$ cat config.mk
export PLATFORM = sky130hd
export DESIGN_NAME = fir_stream_ctrl
export DESIGN_NICKNAME = d
export VERILOG_FILES = /design/src/rtl/fir_ctrl_pkg.sv /design/src/rtl/fir_valid_delay.sv /design/src/rtl/fir_stream_ctrl.sv
export SDC_FILE = /design/constraint.sdc
export NUM_CORES = 1
export LEC_CHECK = 0
export BUFFER_PORTS_ARGS = -buffer_cell sky130_fd_sc_hd__buf_2
export CAP_MARGIN = 20
export CORE_UTILIZATION = 54
export CTS_BUF_LIST = sky130_fd_sc_hd__clkbuf_8
export DETAILED_ROUTE_END_ITERATION = 7
export PLACE_DENSITY = 0.95
export SYNTH_ARGS = -nofsm -noshare
export SYNTH_HDL_FRONTEND = slang
export SYNTH_SLANG_ARGS = --single-unit
$ cat constraint.sdc
create_clock -name clk -period 4.35 [get_ports clk]
set_clock_uncertainty 0.05 [all_clocks]
set_input_delay 0.6525 -clock clk [delete_from_list [all_inputs] [get_ports clk]]
set_output_delay 0.6525 -clock clk [all_outputs]
set_load 0.02 [all_outputs]
$ cat src/rtl/fir_ctrl_pkg.sv
// Shared types and constants for the FIR stream sequencer.
package fir_ctrl_pkg;

  // Sequencer phases: idle, coefficient load, delay-line flush, sample streaming.
  typedef enum logic [1:0] {
    IDLE  = 2'd0,
    LOAD  = 2'd1,
    FLUSH = 2'd2,
    RUN   = 2'd3
  } state_t;

  localparam int DEF_NUM_TAPS = 4;
  localparam int DEF_DATA_W   = 8;
  localparam int DEF_OUT_W    = 11;
  localparam int DEF_PIPE_LAT = 1;

  // Width of the tap counter; at least one bit so a single-tap build still has a register.
  function automatic int tap_cnt_w(input int n);
    return (n > 1) ? $clog2(n) : 1;
  endfunction

endpackage

$ cat src/rtl/fir_valid_delay.sv
// PIPE_LAT-stage shift register that tracks which core cycles carry a real sample.
module fir_valid_delay #(
  parameter int PIPE_LAT = 1
) (
  input  logic clk,
  input  logic reset,
  input  logic clr,
  input  logic din,
  output logic dout
);

  logic [PIPE_LAT-1:0] sr;

  // Shift the sample marker one stage per cycle; clr empties the whole line at once.
  always_ff @(posedge clk or posedge reset) begin
    if (reset) begin
      sr <= '0;
    end else if (clr) begin
      sr <= '0;
    end else begin
      sr[0] <= din;
      for (int i = 1; i < PIPE_LAT; i++) begin
        sr[i] <= sr[i-1];
      end
    end
  end

  assign dout = sr[PIPE_LAT-1];

endmodule

$ cat src/rtl/fir_stream_ctrl.sv
// Sequencer between the pins and the FIR core: loads coefficients, flushes the
// delay line with zeros, then streams samples and re-times the core output.
//
// Handshake: a byte moves from the pins when in_valid && in_ready are both high
// at a rising clk edge. in_ready is combinational from the state and cfg_req and
// never depends on in_valid; the source must hold in_data stable while in_valid
// is high and not yet accepted.
module fir_stream_ctrl
  import fir_ctrl_pkg::*;
#(
  parameter int NUM_TAPS = DEF_NUM_TAPS,
  parameter int DATA_W   = DEF_DATA_W,
  parameter int OUT_W    = DEF_OUT_W,
  parameter int PIPE_LAT = DEF_PIPE_LAT
) (
  input  logic              clk,
  input  logic              reset,
  input  logic [DATA_W-1:0] in_data,
  input  logic              in_valid,
  output logic              in_ready,
  input  logic              cfg_req,
  output logic [DATA_W-1:0] fir_x,
  output logic              fir_tvalid,
  output logic              fir_set_coeffs,
  input  logic [OUT_W-1:0]  fir_y,
  output logic [OUT_W-1:0]  y_data,
  output logic              y_valid,
  output logic              busy,
  output logic              cfg_done,
  output state_t            state_dbg
);

  localparam int               TAP_W    = tap_cnt_w(NUM_TAPS);
  localparam logic [TAP_W-1:0] TAP_LAST = TAP_W'(NUM_TAPS - 1);

  state_t            state, state_nxt;
  logic [TAP_W-1:0]  tap_cnt, tap_cnt_nxt;
  logic [DATA_W-1:0] fir_x_nxt;
  logic              tvalid_nxt, set_nxt, cfg_done_nxt;
  // run_sample marks a fir_tvalid cycle that carries a streamed sample (not a
  // coefficient or a flush zero); it is what feeds the valid delay line.
  logic              run_sample, run_sample_nxt;
  logic              dly_clr, dly_out;

  assign state_dbg = state;

  // State and tap counter registers.
  always_ff @(posedge clk or posedge reset) begin
    if (reset) begin
      state   <= IDLE;
      tap_cnt <= '0;
    end else begin
      state   <= state_nxt;
      tap_cnt <= tap_cnt_nxt;
    end
  end

  // Next-state logic, handshake ready and next values of the core-facing registers.
  always_comb begin
    state_nxt      = state;
    tap_cnt_nxt    = tap_cnt;
    in_ready       = 1'b0;
    fir_x_nxt      = fir_x;
    tvalid_nxt     = 1'b0;
    set_nxt        = 1'b0;
    run_sample_nxt = 1'b0;
    cfg_done_nxt   = cfg_done;
    dly_clr        = 1'b0;
    case (state)
      IDLE: begin
        if (cfg_req) begin
          state_nxt    = LOAD;
          cfg_done_nxt = 1'b0;
        end
      end
      LOAD: begin
        in_ready = 1'b1;
        if (in_valid) begin
          fir_x_nxt  = in_data;
          tvalid_nxt = 1'b1;
          set_nxt    = 1'b1;
          if (tap_cnt == TAP_LAST) begin
            tap_cnt_nxt = '0;
            state_nxt   = FLUSH;
          end else begin
            tap_cnt_nxt = tap_cnt + TAP_W'(1);
          end
        end
      end
      FLUSH: begin
        fir_x_nxt  = '0;
        tvalid_nxt = 1'b1;
        if (tap_cnt == TAP_LAST) begin
          tap_cnt_nxt  = '0;
          state_nxt    = RUN;
          cfg_done_nxt = 1'b1;
        end else begin
          tap_cnt_nxt = tap_cnt + TAP_W'(1);
        end
      end
      RUN: begin
        // A reconfiguration request takes priority over a waiting sample.
        in_ready = !cfg_req;
        if (cfg_req) begin
          state_nxt    = LOAD;
          cfg_done_nxt = 1'b0;
          dly_clr      = 1'b1;
        end else if (in_valid) begin
          fir_x_nxt      = in_data;
          tvalid_nxt     = 1'b1;
          run_sample_nxt = 1'b1;
        end
      end
      default: state_nxt = IDLE;
    endcase
  end

  // Registered drive of the core inputs and the status flags.
  always_ff @(posedge clk or posedge reset) begin
    if (reset) begin
      fir_x          <= '0;
      fir_tvalid     <= 1'b0;
      fir_set_coeffs <= 1'b0;
      run_sample     <= 1'b0;
      cfg_done       <= 1'b0;
      busy           <= 1'b0;
    end else begin
      fir_x          <= fir_x_nxt;
      fir_tvalid     <= tvalid_nxt;
      fir_set_coeffs <= set_nxt;
      run_sample     <= run_sample_nxt;
      cfg_done       <= cfg_done_nxt;
      busy           <= (state_nxt == LOAD) || (state_nxt == FLUSH);
    end
  end

  fir_valid_delay #(
    .PIPE_LAT(PIPE_LAT)
  ) u_valid_delay (
    .clk  (clk),
    .reset(reset),
    .clr  (dly_clr),
    .din  (run_sample),
    .dout (dly_out)
  );

  // Capture the core output when the delayed marker says it belongs to a real sample.
  always_ff @(posedge clk or posedge reset) begin
    if (reset) begin
      y_data  <= '0;
      y_valid <= 1'b0;
    end else begin
      y_valid <= dly_out;
      if (dly_out) begin
        y_data <= fir_y;
      end
    end
  end

endmodule

# Word level (Yosys, flattened, before mapping)
# Index checks and enable logic that the tools add are counted.
# Widths: inputs -> output; s select.
word_totals:
  register_bits: 30
  in_bits: 23
  wordCells: 55
classes:
  addsub: 1
  n_eq_ne: 10
  n_mux: 23
  n_reduce_logical: 10
op_table:
  columns: ["operator", "n"]
  rows:
  - ["$pmux 8 s3", 1]
  - ["$mux 8", 2]
  - ["$mux 2", 6]
  - ["$mux 1", 9]
  - ["$eq 2x2->1 const B", 4]
  - ["$ne 2x2->1 const B", 3]
  - ["$pmux 2 s3", 1]
  - ["$eq 2x1->1 const B", 2]
  - ["$pmux 1 s2", 2]
  - ["$pmux 2 s2", 1]
  - ["$reduce_and 2->1", 2]
  - ["$reduce_bool 2->1", 2]
  - ["$pmux 1 s3", 1]
  - ["$reduce_and 3->1", 1]
  - ["$reduce_bool 3->1", 1]
  - ["$add 2x1->2 const B", 1]
  - ["$logic_not 2->1", 1]
  - ["$ne 2x1->1 const B", 1]
  - ["$reduce_or 2->1", 1]
  - ["$logic_not 1->1", 1]
  - ["$logic_or 1x1->1", 1]

# Longest topological paths before layout
# Gate-level depths: netlist of the first run.
logic_depth:
  depth_word: 6
  mapped_depth: 7

# Modules after synthesis
# From an unflattened synthesis of the first run, not the netlist that was laid out.
hier_totals:
  hier_cells: 114
  area_unflattened_um2: 1395.1
modules_own_cells:
  columns: ["mod", "n_inst", "cells_per_inst", "area_each_um2", "seq_area_each_um2"]
  rows:
  - ["fir_stream_ctrl", 1, 111, 1352.5, 725.7]
  - ["fir_valid_delay", 1, 3, 42.5, 25.0]

# Worst setup path after synthesis of the first run
# Ideal clock, no wire load.
synth_path:
  kind: "flip-flop to output port"
  startpoint: "register state[1] (netlist: state_dbg[1])"
  endpoint: "output port in_ready"
  arrival_ns: 1.158
  required_time_ns: 3.648
  path_slack_ns: 2.490
  path_stages_with_launch: 5
  path_buffers: 1
  path_cell_list: "dfrtp_1 inv_1 ha_1 buf_4 a21o_1"
synth_between:
  elab_chain_cells: 2
synth_rtl:
  columns: ["element", "line", "source"]
  rows:
  - ["start: declaration", "fir_stream_ctrl.sv:36", "state_t state, state_nxt;"]
  - ["start signal: assignment", "fir_stream_ctrl.sv:53", "state <= state_nxt;"]
  - ["$eq 2x2->1 / $eq 2x1->1 (equally long branches)", "fir_stream_ctrl.sv:69", "case (state)"]
  - ["$pmux 1 s2 (*)", "fir_stream_ctrl.sv:69", null]
  - ["end: declaration", "fir_stream_ctrl.sv:20", "output logic in_ready,"]
# Mark *: on every way between the ends. The rest lies on a longest branch, timed or not.

# Worst setup path after layout of the first run
# Same ends and word-level chain as after synthesis.

==> results of run 1 <==
==> state kept, by name, summed over array words and instances, names as in the netlist <==
register / cells
cfg_done: 1
fir_x: 8
fir_tvalid: 1
y_data: 11
tap_cnt: 2
fir_set_coeffs: 1
u_valid_delay.dout: 1
run_sample: 1
state_dbg: 2
busy: 1
y_valid: 1
==> power by group <==
part           internal (uW)  switching [uW]  total, uW
clock network            125            93.4        218
logic                    261             392        653
registers                403            72.2        475
==> layer usage <==
metal / up-vias / GRT usage [%]
met1: 494 / 26.6
met3: 5 / 9.36
met5: - / 0
li1: 478 / -
met4: 0 / 9.01
met2: 50 / 42.0
==> cell families (layout without fill, tap and decap cells) <==
family	after synthesis	in the layout
adders and majority gates	5	5
muxes	13	13
AOI/OAI and AO/OA	20	20
buffers and inverters	18	72
DFF	30	30
xor gates and xnor gates	1	1
and+or+nand+nor	24	24
==> layout by cell type (no fill, tap or decap), types with 3 or more instances in the layout <==
master and n:
sky130_fd_sc_hd__nand3b_1 8, sky130_fd_sc_hd__o21ai_0 9, sky130_fd_sc_hd__clkbuf_8 6, sky130_fd_sc_hd__dfrtp_1 30, sky130_fd_sc_hd__nor2_1 3, sky130_fd_sc_hd__ha_1 5
sky130_fd_sc_hd__buf_2 49, sky130_fd_sc_hd__mux2_2 12, sky130_fd_sc_hd__inv_1 15, sky130_fd_sc_hd__nand2_1 4
==> final cells by class <==
type | instances | area, um^2 | share of cell area, %
Clock buffer | 6 | 82.6 | 4.81
Sequential cell | 30 | 751 | 43.8
Clock inverter | 2 | 8.76 | 0.511
Inverter | 14 | 52.6 | 3.06
Timing Repair Buffer | 50 | 273 | 15.9
Multi-Input combinational cell | 63 | 513 | 29.9
Tap cell | 28 | 35.0 | 2.04
==> through the flow <==
step / hold WS [ns] / instances / setup slack [ns] / util (%) / area, um^2
final: 0.306 / 193 / 2.12 / 75.4 / 1720
after global routing: 0.328 / 193 / 2.05 / 75.4 / 1720
after CTS: 0.454 / 192 / 2.11 / 74.2 / 1690
after detailed placement: 0.434 / 184 / 2.38 / 70.1 / 1600
after global placement: 0.432 / 184 / 2.49 / 70.1 / 1600
after floorplan: 0.327 / 111 / 2.49 / - / 1340
==> final timing paths <==
check,end,slack (ns),start
max,in_ready,2.12,state_dbg[1]
min,run_sample,0.31,reset
max reg2reg,tap_cnt[1],2.34,state_dbg[1]
min reg2reg,y_data[10],0.45,y_data[10]
max in group asynchronous,tap_cnt[0],3.51,reset
min in group clk,y_data[10],0.45,y_data[10]
==> critical path, delay by kind of cell, from the launching register on <==
kind	cells	cell delay (ns)
AOI/OAI and AO/OA	1	0.13
adders and majority gates	1	0.40
buffers and inverters	2	0.29
DFF	1	0.44
==> results list, run 1 <==
* Run status: complete, no violations
- Number of global-route vias before repair: 971
- Worst-Skew Late Latency: 0.27 ns
* TritonRoute pass-1 iters: 4
- Remaining routing DRC violations: 0
- VDD IR-drop max: 0.000510 V
- CP peak stage delay: around 0.44 ns
- In the routed layout, each cell is associated on average with a via count of 5.32.
* Total number of placement rows: 17
- DRT iter0 DRCs: 16
- Die Span Y: a little over 50 um
* Gpl congestion: roughly 0.85
* Top FF cell, synth: sky130_fd_sc_hd__dfrtp_1
- Detailed routing placed a total of ~180 um of wire on met3.
* Pin count of the biggest net entering global routing: 31
- The critical path is of the flop to primary output type.
- When the netlist entered floorplanning its net count stood at between 100 and 150.
- Global routing usage summed across all routing layers: roughly 24%
* Worst Setup End Kind: primary output
- Simple logic cell fraction of the synthesized area: ~11%
* Pwr Total: 1350 uW
- Number of flops mapped to enable cells by yosys: 0
- Cts-stage hold buffer count: 0
- Counting I/O delays and the setup requirement, the final critical path takes 2.23 ns.
- Portion of synthesized cell area occupied by the leading cell type: 56.0%
- The net count of the finished layout is 192.
- Depth of the most critical reg-to-reg path: 5
- Of all nets on the critical path, the largest fanout is 10.
- Post-Synth Adder-Cell Area: around 4.7%
* Fraction of registers with async set/reset: 100%
* Relative max-transition margin: 68.7%
* Share of cells above drive strength 1: 44.2%
* Number of warnings issued by yosys: 0
- At the pin with the least slew margin, the transition time is ~0.47 ns.
* Fraction of the mapped netlist area in compound gates: 11.0%
* Portion of netlist area occupied by mux cells: 10.8%
- Summed instance area of the synthesized netlist: ~0.0013 mm^2
- The clock passes through at most 2 buffers.
- Lkg Pwr: around 0.00090 uW
- The highest metal layer carrying signal wires in the routed design is met4.
* Inserted Diodes: 0
* Most instantiated library cell after synthesis: sky130_fd_sc_hd__dfrtp_1
- Total congestion overflow after global routing: 0
- The final-report max-slew violation count came to 0.
- Worst Setup Start Kind: flop
- Power spread over the standard cell area amounts to about 790 mW/mm^2.
- Data arrival time at the worst-slack endpoint: 1.53 ns
- XOR/XNOR share of the synthesized area: 0.654%
* Clock root buffer: sky130_fd_sc_hd__clkbuf_8
- The count of nets left with antenna violations once routing finished came out at 0.
- For this block, the via count after detailed routing is 1027.
- The initial antenna violation count came to 0.
* Post-detail-place hpwl: around 2000 um
- After synthesis the netlist holds a flip-flop and latch count of 30.
- 50 I/O pins were placed.
- Average wire per cell in the routed design: about 14 um
- Main combinational cell family by area after synthesis: simple AND/OR/NAND/NOR gates
- Setup_tns: 0 ns
- Top post-synthesis cells by area: sky130_fd_sc_hd__dfrtp_1, sky130_fd_sc_hd__mux2_2, sky130_fd_sc_hd__ha_1, sky130_fd_sc_hd__nand3b_1, sky130_fd_sc_hd__inv_1
- Each instance of the synthesized netlist takes up on average between 10 and 15 um^2.
- Buffer count from post-CTS setup fixing: 0
- Count of final setup violators: 0
- Counting every sink on the clock net gives 30.
- The die is roughly 52 um wide.
- The commonest cells after synthesis are sky130_fd_sc_hd__dfrtp_1, sky130_fd_sc_hd__inv_1, sky130_fd_sc_hd__mux2_2.
- Routed wire length on met2: ~1400 um
- Post-synth cell types: 30
- The first global-routing pass estimated 4420 um of wire.
* FILL cells: roughly 160
* CTS H-Tree Depth: 2
- Hold violation count in the final report: 0
- TritonCTS built the clock tree.
- Area of the core: ~0.0023 mm^2
* Cell with the largest stage delay on the worst path: sky130_fd_sc_hd__dfrtp_1
- RSZ-0062 raised after global routing: no
- After technology mapping, the gate count stands at between 100 and 150.
- Walking the worst path, the cells encountered are inv_1, ha_1, a21o_1, buf_2.
* Maximum frequency from static timing analysis: between 400 and 500 MHz
- During placement, the flow inserted port buffers numbering 49.
- Clock-pin slew was measured on the worst setup and hold paths at ~0.060 ns.
- Library cell with the largest summed area after synthesis: sky130_fd_sc_hd__dfrtp_1
- DIE AREA: between 0.002 and 0.003 mm^2
- For the worst setup path, the data required time is ~3.7 ns.
- Share of the yosys chip area belonging to registers: ~56%
- Across the run, the number of max-cap violations was 0.
- The detailed router put a total of around 1100 um of wire on met1.
- The initial utilization of the core area, before any placement, comes to approximately 59%.
- Worst min-delay path class: input port to asynchronous set/reset pin
* Final wirelength: 2720 um
* Inserted Clock Buffers: 5
- Post-cts repair resize count: 0
- Period Utilization, post-route: just over 50%
- Synth-to-Final Area Change: 28.0%
Note: power is estimated with default switching activity, not from simulation.
==> run 2: changes to the inputs <==
--- a/config.mk
+++ b/config.mk
@@ -5,12 +5,13 @@
 export SDC_FILE = /design/constraint.sdc
 export NUM_CORES = 1
 export LEC_CHECK = 0
+export ABC_AREA = 1
 export BUFFER_PORTS_ARGS = -buffer_cell sky130_fd_sc_hd__buf_2
 export CAP_MARGIN = 20
-export CORE_UTILIZATION = 54
+export CORE_UTILIZATION = 50
 export CTS_BUF_LIST = sky130_fd_sc_hd__clkbuf_8
 export DETAILED_ROUTE_END_ITERATION = 7
-export PLACE_DENSITY = 0.95
+export PLACE_DENSITY = 0.93
 export SYNTH_ARGS = -nofsm -noshare
 export SYNTH_HDL_FRONTEND = slang
 export SYNTH_SLANG_ARGS = --single-unit
==> constraint.sdc (replaced) <==
create_clock -name clk -period 2.1 [get_ports clk]
set_clock_uncertainty 0.05 [all_clocks]
set_input_delay 0.315 -clock clk [delete_from_list [all_inputs] [get_ports clk]]
set_output_delay 0.315 -clock clk [all_outputs]
set_load 0.02 [all_outputs]
==> run 2 against run 1 <==
- area after synthesis fell by 0.56%
- count of clock-buffer cells in the layout fell by 1
- critical endpoint unchanged
- sequential cell count did not move
- critical path depth rose by 1
- clock power rose to 2.6 times the previous value
- synthesized cell count rose by 8.1%
- largest power group unchanged
- sequential power rose by 110%
- critical path type unchanged
==> results list, run 2 <==
* Tightest Pin Transition: slightly above 0.6 ns
- For this block, the initial DRC count from the detailed router was 16.
- IO buf count: 49
- Once detailed placement completed, the half-perimeter wirelength came to ~1900 um.
* Final wirelength: 2520 um
* Hold violation count in the final report: 0
- Counting every net in the synthesized netlist gives about 150.
* Lkg Pwr: 0.000957 uW
- DIE AREA: 0.00288 mm^2
* Summed instance area of the synthesized netlist: 0.00133 mm^2
* Clk slew on worst S/H paths: around 0.060 ns
- The commonest cells after synthesis are sky130_fd_sc_hd__nand2_1, sky130_fd_sc_hd__dfrtp_1, sky130_fd_sc_hd__mux2_2.
- Average wire per cell in the routed design: roughly 12 um
* Setup_tns: 0 ns
* Buffer count from post-CTS setup fixing: 0
- Averaged over all synthesized cells, the footprint is approximately 11 um^2.
* Critical path class: flop to primary output
- Library cell with the largest summed area after synthesis: sky130_fd_sc_hd__dfrtp_1
- Final max-slew violation count: 0
- Worst Setup End Kind: primary output
- In this run the remaining antenna-violating nets after routing total 0.
* Area of all placed cells without fillers: ~0.0017 mm^2
* Critical Path RT: about 1.7 ns
- DP Area: around 0.0016 mm^2
- Final-stage net count: 203
- Cell internal power was estimated by the tool at 1690 uW.
- Net switching power figure: approximately 1200 uW
- More flip-flops sit in one register than any other, and that register is y_data.
- Maximum fanout along the worst path: 5
* Maximum frequency from static timing analysis: roughly 570 MHz
- Data on the critical path arrives at its endpoint at 1.40 ns.
* Cts-stage hold buffer count: 0
* Most frequent cells in the layout: sky130_fd_sc_hd__buf_2, sky130_fd_sc_hd__nand2_1, sky130_fd_sc_hd__dfrtp_1
* Period Utilization, post-route: ~84%
- Setup repair after global routing left no endpoint under its margin.
* # IOs: 50
- Post-synth cell types: 19
* Count of mapped cells out of synthesis: 120
- The tree is rooted in a sky130_fd_sc_hd__clkbuf_8.
* Clock power share: approximately 19%
- Net Sw Frac: 41.7%
- Before antenna repair, the detailed router went through 4 iterations.
- Entering global routing, the biggest net connects 31 pins.
- Top post-synthesis cells by area: sky130_fd_sc_hd__dfrtp_1, sky130_fd_sc_hd__nand2_1, sky130_fd_sc_hd__mux2_2, sky130_fd_sc_hd__o21ai_2, sky130_fd_sc_hd__ha_1
- Inserted Clock Buffers: 5
- The register with the most flip-flops in the layout has 11 of them.
- After synthesis, the largest area contributor takes up 56.3% of total cell area.
* Remaining routing DRC violations: 0
- Count of final setup violators: 0
- Headroom to the max-slew limit came out at between 50 and 60%.
* Clock sinks: 30
* Number of global-route vias before repair: 1001
- The tool flagged a number of max-cap violations equal to 0.
- The first global-routing pass estimated approximately 4000 um of wire.
- Fraction of registers with async set/reset: 100%
- Run status: complete, no violations
- Largest registers: y_data x11, fir_x x8
* Total congestion overflow after global routing: 0
* Total via count after detailed routing: about 1100
* Clock tree buffer depth: 2
- The post-route netlist has 48.3% of its cells at a drive strength greater than 1.
- STA classifies the critical path startpoint as a flop.
- Most instantiated library cell after synthesis: sky130_fd_sc_hd__nand2_1
* Drt via density: about 5.1
- Number of flops mapped to enable cells by yosys: 0
- Clock tree from TritonCTS: done
- The H-tree was split into 2 levels.
- In this run, post-CTS repair resized a total of 0 instances.
- The library cell used most frequently in the layout, excluding fill and tap cells, is sky130_fd_sc_hd__buf_2.
- The number of antenna diodes in the final layout is 0.
- Total power divided by cell area: ~1700 mW/mm^2
* Gpl congestion: between 0.8 and 0.9
- Tmin final: roughly 1.8 ns
- Total number of placement rows: 18
- Sequential Power Share: 34.1%
- In the synthesized netlist the dominant register cell turns out to be sky130_fd_sc_hd__dfrtp_1.
- Once the floorplan was initialized, standard cells occupied 53.3% of the core.
* Die Span Y: 53.6 um
- Worst min-delay path class: input port to asynchronous set/reset pin
- Antenna violations before repair: 0
- Combinational cells account for a little under half of the total power.
* Number of warnings issued by yosys: 0
- Across every metal layer, demand over resource in global routing totals between 20% and 30%.
- Number of storage elements in the synthesis netlist: 30
- In this run the horizontal extent of the chip is 53.6 um.
- VDD IR-drop max: around 0.0012 V
- For the worst-skew pair, the clock arrives at the later sink with an insertion delay of ~0.28 ns.
- Area of the core: between 0.002 and 0.0025 mm^2
* Share of the yosys chip area belonging to registers: 56.3%
* Synth-to-Final Area Change: 28.1%
-- run 2: changes by cell type in the layout (fill, tap and decap cells not counted), sizes merged, moves of 2 or more --
cell,change
nor3,-2
nand2,+32
nor2,-2
inv,-4
nand3,+7
a21oi,-2
o21ai,+2
nand3b,-8
a21o,-2
a21boi,-3
-- run 2: path summary, 6_finish.rpt --
path | from | to | slack, ns | cells past startpoint
max | state_dbg[1] | in_ready | 0.33 | 5
min in group clk | fir_y[1] | y_data[1] | 0.21 | 2
max in group asynchronous | reset | y_data[10] | 1.68 | 3
min reg2reg | run_sample | u_valid_delay.dout | 0.42 | 1
max reg2reg | state_dbg[0] | busy | 0.59 | 8
min | reset | y_data[5] | 0.06 | 3
-- run 2: through the flow --
stage / total power (uW) / hold slack, ns / setup slack [ns] / util, % / cells
detailed placement: 2360 / 0.371 / 0.630 / 63.9 / 198
floorplan: 2010 / 0.327 / 0.601 / - / 120
global placement: 2290 / 0.344 / 0.682 / 63.9 / 198
CTS: 2930 / 0.0626 / 0.346 / 68.3 / 206
finish: 2900 / 0.0557 / 0.332 / 68.3 / 206
global route: 3120 / 0.0975 / 0.244 / 68.3 / 206
-- run 2: kinds of logic (layout without fill, tap and decap cells) --
family / count (synthesis) / count (layout) / synth area share, %
AND/OR/NAND/NOR: 47 / 47 / 15.7
flip-flops: 30 / 30 / 56.3
AO/OA/AOI/OAI: 14 / 14 / 9.01
buffers and inverters: 13 / 69 / 4.98
multiplexers: 11 / 11 / 9.30
adder cells (fa/ha/maj): 5 / 5 / 4.69
-- run 2: cell type report --
class / instances / area, um^2
timing repair buffer: 50 / 253
sequential: 30 / 751
inverter: 11 / 41.3
tap: 30 / 37.5
multi-input combinational: 77 / 515
clock buffer: 5 / 68.8
fill: 180 / 793
clock inverter: 3 / 40.0
-- run 2: power groups by stage --
stage | combinational (uW) | sequential [uW] | clock (uW)
detailed placement | 1360 | 999 | 0
global route | 1490 | 1030 | 598
CTS | 1360 | 992 | 579
floorplan | 735 | 1270 | 0
global placement | 1310 | 979 | 0
finish | 1350 | 988 | 560
-- run 2: per-layer routing --
metal,wire length (um),track usage [%],up-vias
li1,-,-,502
met1,1030,19.9,501
met2,1240,37.3,50
met3,220,8.76,5
met4,28,8.33,0
met5,0,0,-
-- run 2: critical path, stage by stage, from the launching register on --
cell                      delay, ns
sky130_fd_sc_hd__dfrtp_1       0.44
sky130_fd_sc_hd__inv_2         0.12
sky130_fd_sc_hd__ha_1          0.24
sky130_fd_sc_hd__inv_2         0.08
sky130_fd_sc_hd__nand2_1       0.07
sky130_fd_sc_hd__buf_2         0.16
